$ cat src/rtl/mult_pkg.sv
// ---------------------------------------------------------------------------
// mult_pkg
// Shared definitions for the lane-parallel vector multiplier:
//   - default geometry (N, LANES, STAGES, FRAC)
//   - lane operand typedef
//   - saturation bound helpers (largest / smallest signed value of n bits)
// Optional feature macro used by the design: MULT_SAT_EN (saturate mode).
// ---------------------------------------------------------------------------
package mult_pkg;

  localparam int N_DEF      = 19;
  localparam int LANES_DEF  = 4;
  localparam int STAGES_DEF = 2;
  localparam int FRAC_DEF   = 0;

  typedef logic signed [N_DEF-1:0] lane_t;

  function automatic longint sat_max(input int n);
    return (longint'(1) <<< (n - 1)) - 1;
  endfunction

  function automatic longint sat_min(input int n);
    return -(longint'(1) <<< (n - 1));
  endfunction

endpackage

$ cat src/rtl/multiplicador_vectorial_if.sv
// ---------------------------------------------------------------------------
// multiplicador_vectorial_if
// Valid/ready beat bus of the vector multiplier.
//   in_valid/in_ready  : input beat handshake (a, b, sat_en travel with it)
//   out_valid/out_ready: result beat handshake (out, overflow travel with it)
// Lane i occupies bits [i*N +: N] of a, b and out.
// Modports: master = producer/consumer around the block, slave = the block.
// ---------------------------------------------------------------------------
interface multiplicador_vectorial_if
  import mult_pkg::*;
#(
  parameter int N     = N_DEF,
  parameter int LANES = LANES_DEF
);
  logic                 in_valid;
  logic                 in_ready;
  logic [LANES*N-1:0]   a;
  logic [LANES*N-1:0]   b;
  logic                 sat_en;
  logic                 out_valid;
  logic                 out_ready;
  logic [LANES*N-1:0]   out;
  logic [LANES-1:0]     overflow;

  modport master (
    output in_valid, a, b, sat_en, out_ready,
    input  in_ready, out_valid, out, overflow
  );

  modport slave (
    input  in_valid, a, b, sat_en, out_ready,
    output in_ready, out_valid, out, overflow
  );
endinterface

$ cat src/rtl/mult_lane.sv
// ---------------------------------------------------------------------------
// mult_lane
// Combinational single-lane datapath: full 2N-bit signed product, arithmetic
// right shift by FRAC (floor rounding), range check against N-bit signed,
// optional saturation.
// Ports: a, b (N-bit signed operands), sat_en (saturate request),
//        res (N-bit result), ovf (shifted product out of N-bit range).
// Macro: MULT_SAT_EN builds the saturation path; without it results wrap.
// ---------------------------------------------------------------------------
module mult_lane
  import mult_pkg::*;
#(
  parameter int N    = N_DEF,
  parameter int FRAC = FRAC_DEF
) (
  input  logic [N-1:0] a,
  input  logic [N-1:0] b,
  input  logic         sat_en,
  output logic [N-1:0] res,
  output logic         ovf
);
  logic signed [2*N-1:0] prod;
  logic signed [2*N-1:0] shifted;
  logic        [N:0]     top_bits;

  assign prod    = $signed(a) * $signed(b);
  assign shifted = prod >>> FRAC;

  // In range exactly when every bit from N-1 upward equals the sign bit.
  assign top_bits = shifted[2*N-1:N-1];
  assign ovf      = ~((&top_bits) | (~|top_bits));

`ifdef MULT_SAT_EN
  localparam logic [N-1:0] MAX_VAL = N'(sat_max(N));
  localparam logic [N-1:0] MIN_VAL = N'(sat_min(N));

  always_comb begin
    res = shifted[N-1:0];
    if (sat_en && ovf) begin
      res = shifted[2*N-1] ? MIN_VAL : MAX_VAL;
    end
  end
`else
  logic unused_sat;
  assign unused_sat = sat_en;
  assign res        = shifted[N-1:0];
`endif

endmodule

$ cat src/rtl/multiplicador_vectorial.sv
// ---------------------------------------------------------------------------
// multiplicador_vectorial
// Pipelined LANES-wide signed multiplier with optional fixed-point shift and
// wrap/saturate result mode. Products are formed combinationally on the
// accepted beat and then carried through STAGES result registers, so the
// latency is STAGES cycles. A single global stall freezes every stage.
// Ports:
//   clk, rst_n  : clock, asynchronous active-low reset
//   bus (slave) : in_valid/in_ready/a/b/sat_en, out_valid/out_ready/out/overflow
//   ovf_sticky  : OR of overflow bits of all delivered beats since clear
//   ovf_clr     : clears ovf_sticky (a same-cycle set takes priority)
// Macro: MULT_SAT_EN enables saturate mode (sat_en ignored otherwise).
// ---------------------------------------------------------------------------
module multiplicador_vectorial
  import mult_pkg::*;
#(
  parameter int N      = N_DEF,
  parameter int LANES  = LANES_DEF,
  parameter int STAGES = STAGES_DEF,
  parameter int FRAC   = FRAC_DEF
) (
  input  logic                        clk,
  input  logic                        rst_n,
  multiplicador_vectorial_if.slave    bus,
  output logic                        ovf_sticky,
  input  logic                        ovf_clr
);
  genvar gi;

  logic [LANES*N-1:0] lane_res;
  logic [LANES-1:0]   lane_ovf;

  for (gi = 0; gi < LANES; gi++) begin : g_lane
    mult_lane #(.N(N), .FRAC(FRAC)) u_lane (
      .a      (bus.a[gi*N +: N]),
      .b      (bus.b[gi*N +: N]),
      .sat_en (bus.sat_en),
      .res    (lane_res[gi*N +: N]),
      .ovf    (lane_ovf[gi])
    );
  end

  logic [STAGES-1:0]  vld_reg;
  logic [STAGES-1:0]  vld_next;
  logic [LANES*N-1:0] res_reg  [STAGES];
  logic [LANES*N-1:0] res_next [STAGES];
  logic [LANES-1:0]   ovf_reg  [STAGES];
  logic [LANES-1:0]   ovf_next [STAGES];
  logic               stall;
  logic               ovf_sticky_reg;

  // The output stage holding a beat nobody takes freezes the whole pipe.
  assign stall        = vld_reg[STAGES-1] && !bus.out_ready;
  assign bus.in_ready = !stall;

  for (gi = 0; gi < STAGES; gi++) begin : g_stage
    if (gi == 0) begin : g_head
      assign vld_next[gi] = bus.in_valid;
      assign res_next[gi] = lane_res;
      assign ovf_next[gi] = lane_ovf;
    end else begin : g_body
      assign vld_next[gi] = vld_reg[gi-1];
      assign res_next[gi] = res_reg[gi-1];
      assign ovf_next[gi] = ovf_reg[gi-1];
    end
  end

  always_ff @(posedge clk or negedge rst_n) begin
    if (!rst_n) begin
      vld_reg <= '0;
      for (int s = 0; s < STAGES; s++) begin
        res_reg[s] <= '0;
        ovf_reg[s] <= '0;
      end
    end else if (!stall) begin
      vld_reg <= vld_next;
      for (int s = 0; s < STAGES; s++) begin
        res_reg[s] <= res_next[s];
        ovf_reg[s] <= ovf_next[s];
      end
    end
  end

  assign bus.out_valid = vld_reg[STAGES-1];
  assign bus.out       = res_reg[STAGES-1];
  assign bus.overflow  = ovf_reg[STAGES-1];

  always_ff @(posedge clk or negedge rst_n) begin
    if (!rst_n) begin
      ovf_sticky_reg <= 1'b0;
    end else if (bus.out_valid && bus.out_ready && (|bus.overflow)) begin
      ovf_sticky_reg <= 1'b1;
    end else if (ovf_clr) begin
      ovf_sticky_reg <= 1'b0;
    end
  end

  assign ovf_sticky = ovf_sticky_reg;

endmodule

$ cat src/flat_wrapper.sv
// flat-port wrapper written by rule: the top's interface ports become plain ports
module multiplicador_vectorial_flat import mult_pkg::*;
#(
  parameter int N      = N_DEF,
  parameter int LANES  = LANES_DEF,
  parameter int STAGES = STAGES_DEF,
  parameter int FRAC   = FRAC_DEF
)
  (clk, rst_n, ovf_sticky, ovf_clr, bus_in_valid, bus_a, bus_b, bus_sat_en, bus_out_ready, bus_in_ready, bus_out_valid, bus_out, bus_overflow);
  multiplicador_vectorial_if #(.N(N), .LANES(LANES)) bus_i ();
  input  logic clk;
  input  logic rst_n;
  output logic ovf_sticky;
  input  logic ovf_clr;
  input wire logic [$bits(bus_i.in_valid)-1:0] bus_in_valid;
  input wire logic [$bits(bus_i.a)-1:0] bus_a;
  input wire logic [$bits(bus_i.b)-1:0] bus_b;
  input wire logic [$bits(bus_i.sat_en)-1:0] bus_sat_en;
  input wire logic [$bits(bus_i.out_ready)-1:0] bus_out_ready;
  output wire logic [$bits(bus_i.in_ready)-1:0] bus_in_ready;
  output wire logic [$bits(bus_i.out_valid)-1:0] bus_out_valid;
  output wire logic [$bits(bus_i.out)-1:0] bus_out;
  output wire logic [$bits(bus_i.overflow)-1:0] bus_overflow;
  assign bus_i.in_valid = bus_in_valid;
  assign bus_i.a = bus_a;
  assign bus_i.b = bus_b;
  assign bus_i.sat_en = bus_sat_en;
  assign bus_i.out_ready = bus_out_ready;
  assign bus_in_ready = bus_i.in_ready;
  assign bus_out_valid = bus_i.out_valid;
  assign bus_out = bus_i.out;
  assign bus_overflow = bus_i.overflow;
  multiplicador_vectorial #(.N(N), .LANES(LANES), .STAGES(STAGES), .FRAC(FRAC)) u_core (.clk(clk), .rst_n(rst_n), .bus(bus_i), .ovf_sticky(ovf_sticky), .ovf_clr(ovf_clr));
endmodule
$ cat config.mk
export PLATFORM = sky130hd
export DESIGN_NAME = multiplicador_vectorial_flat
export DESIGN_NICKNAME = d
export VERILOG_FILES = /design/src/rtl/mult_pkg.sv /design/src/rtl/multiplicador_vectorial_if.sv /design/src/rtl/mult_lane.sv /design/src/rtl/multiplicador_vectorial.sv /design/src/flat_wrapper.sv
export SDC_FILE = /design/constraint.sdc
export NUM_CORES = 2
export LEC_CHECK = 0
export CAP_MARGIN = 30
export CORE_UTILIZATION = 60
export DETAILED_ROUTE_END_ITERATION = 8
export DONT_BUFFER_PORTS = 1
export PLACE_DENSITY = 0.76
export REMOVE_ABC_BUFFERS = 1
export SYNTH_ARGS = -nofsm -noshare
export SYNTH_HDL_FRONTEND = slang
export SYNTH_HIERARCHICAL = 1
export SYNTH_SLANG_ARGS = --single-unit
$ cat constraint.sdc
create_clock -name clk -period 2.5 [get_ports clk]
set_clock_uncertainty 0.05 [all_clocks]
set_input_delay 0.625 -clock clk [delete_from_list [all_inputs] [get_ports clk]]
set_output_delay 0.625 -clock clk [all_outputs]
set_load 0.02 [all_outputs]
==> impl_results.md <==
- Synth async-reset ratio: 100.0%
- Via density: 5.714
- Worst Tran Pin Value: 0.5755 ns
- Post-Syn Area per Cell: 9.804 um2
- Worst-Skew Late Latency: 0.52 ns
- Router iterations before antenna repair: 6
- Initial antenna violation count: 1
- Synth-to-Final Area Change: 14.20%
- Num CTS Buffers: 17
- Synth top area cells: fa_1 (49%), ha_1 (9.3%), inv_1 (7.7%)
- Syn Inst Count: 6201
- Unrepaired setup endpoints after global routing: yes
- Failing checks: hold timing, setup timing
- Number of port buffers: 0
- Min cycle time layout: 7.005 ns
- DRT antenna net count: 0
- Post-layout util: 69.23%
- Share of layout cells above drive strength 1: 19.64%
- Setup TNS: -152.37 ns
- Final setup vio count: 64
- CTS sink cnt: 163
- Initial Util: 60.62%
- Largest fanout on the critical path: 19
- First DRT Iteration DRCs: 2896
- Vias in the first global route: 50510
- CTS max path bufs: 2
- Hold Crit Class: input pin to async pin
- Fmax: 142.7 MHz
- Core area: 0.1003 mm2
- DRT Wirelength: 158.3 mm
- Pin count of the biggest net entering global routing: 164
- Hold Slack: -0.2640 ns
- I/O pins: 241
- Post-synth EDFFs: 0
- Die width: 320.3 um
- Leading register cell type out of synthesis: dfrtp_1
- Htree depth: 4
- Critical setup path kind: input pin to register
- CP arrival: 7.34 ns
- Synth unique cells: 95
- Total of max-cap violations: 0
- GRT overflow: 0
- # fillers: 7096
- DR vias: 45060
- Slew HR: 61.63%
- # rows: 116
- Most frequent cells in the layout: fa_1 (1434), inv_1 (1184), nand2_1 (849), and2_1 (563), buf_4 (527)
- Routed wire length per instance: 20.08 um
- Placed instance area: 0.06521 mm2
- Data required time at the worst endpoint: 2.83 ns
- RD Place Congestion: 0.8977
- Max-slew violation count: 0
- Clk slew on worst S/H paths: 0.11 ns
- # DRC: 0
- DPL Wire Length: 120.2 mm
- Area leader, netlist: fa_1
- CP Launch Type: input pin
- Worst setup margin: -4.505 ns
- Period Utilization, post-route: 280.2%
- Ys Warns: 6
- Fin. Hold Viols: 163
- Die H: 320.3 um
- CTS root buf: clkbuf_16
- Top cell type's share of synthesized area: 48.60%
- Cell area after layout: 0.06943 mm2
- Most common cell after layout, fill and taps aside: fa_1
- Status: finished, violations left
- First-pass GRT wire length: 258.7 mm
- Post-Synthesis Cell Area: 0.06080 mm2
- CTS tree: yes
- Die Area: 0.1026 mm2
- Synthesized flop and latch total: 163
- Total GRT Usage: 31.81%
- Sequential-to-total area share from yosys stat: 6.709%
- Net count, final: 8599
- Setup crit end kind: register
[critical path: stages]
cell and delay, ns:
and2_4 0.14, fa_1 0.54, inv_1 0.06, fa_1 0.46, fa_1 0.51, inv_2 0.06, fa_1 0.54, inv_2 0.06
fa_1 0.56, inv_2 0.05, fa_1 0.49, ha_4 0.30, ha_4 0.21, a2111oi_4 0.30, o21ai_2 0.12, a211o_2 0.35
a21oi_4 0.14, o21bai_2 0.09, xnor2_1 0.14, or4_1 0.52, or4_4 0.45, nor4b_4 0.22, mux2i_1 0.10, mux2_4 0.27
[what timing repair did]
action	in CTS	in global routing
pin swaps	245	143
setup buffers	49	11
hold endpoints to repair	163	163
gates resized for setup	423	198
endpoints found under the setup margin	66	64
[metal layers]
layer / part of all wire [%] / vias up / track usage [%]
li1: - / 19340 / -
met1: 37 / 23300 / 39.49
met2: 50 / 1947 / 53.92
met3: 8.0 / 472 / 7.053
met4: 4.3 / 0 / 12.95
met5: 0 / - / 0
[synth_stat cells (9+ instances only)]
master    instances
o21bai_1         13
a211oi_2         11
nor2_1           88
o21ai_1          12
or3_1            10
a21oi_1         119
dfrtp_1         163
a21o_1           59
o31ai_1           9
buf_12           16
nand3_1          26
mux2_4           10
nand4_1          20
fa_1           1476
a211o_1          12
o211ai_1         19
ha_1            452
mux2_2          151
and4_1           11
nand2_1         860
and2_1          589
o21a_1           25
xnor2_1          92
clkbuf_1        267
and3_1           21
o21ai_0          64
a211oi_1         30
nor4_1           10
inv_1          1247
xor2_1           45
nand2b_1         60
nor3_1           31
a31oi_1          10
nor2b_1          12
[final cells by class]
| cell class | count | area, um2 | area share (%) |
|---|---|---|---|
| Clock inverter | 15 | 183.9 | 0.2649 |
| Multi-Input combinational cell | 4498 | 53700 | 77.34 |
| Antenna cell | 2 | 5.005 | 0.007209 |
| Tap cell | 1357 | 1698 | 2.445 |
| Sequential cell | 163 | 4080 | 5.877 |
| Inverter | 1248 | 4695 | 6.762 |
| Timing Repair Buffer | 585 | 4644 | 6.689 |
| Clock buffer | 17 | 425.4 | 0.6127 |
[per-stage QoR]
stage / worst slack, ns / hold slack (ns) / std cells
6_report: -4.505 / -0.2640 / 7885
5_1_grt: -4.679 / -0.2991 / 7884
4_1_cts: -4.396 / -0.3071 / 7876
3_5_place_dp: -5.185 / 0.2827 / 7804
3_3_place_gp: -5.084 / 0.2827 / 7804
2_1_floorplan: -5.354 / 0.2794 / 5909
[path summary, 6_finish.rpt]
kind / startpoint / endpoint / slack, ns / cells after the start
max: bus_a[11] / u_core/ovf_next[0] / -4.51 / 24
min in group clk: ovf_clr / u_core/ovf_sticky / 0.15 / 1
min: rst_n / u_core/res_next[2] / -0.26 / 0
max in group asynchronous: rst_n / u_core/res_next[24] / 2.22 / 0
min reg2reg: u_core/res_next[0] / u_core/bus.out[0] / 0.44 / 1
max reg2reg: u_core/vld_reg[1] / u_core/res_next[62] / 0.59 / 4
[logic make-up (layout without fill, tap and decap cells)]
kind of cell | Yosys count | in the layout | share of synthesized area (%)
compound gates | 485 | 485 | 5.795
fa+ha+maj | 1928 | 1928 | 57.90
other cells | 0 | 2 | 0
flops | 163 | 163 | 6.709
buf+inv | 1540 | 1865 | 9.965
xor+xnor | 137 | 137 | 1.974
mux | 167 | 167 | 3.143
simple gates | 1781 | 1781 | 14.51
Power is left out: the tool's default activity adds up to more than one toggle a clock period on the data nets, which glitch-free logic cannot reach.
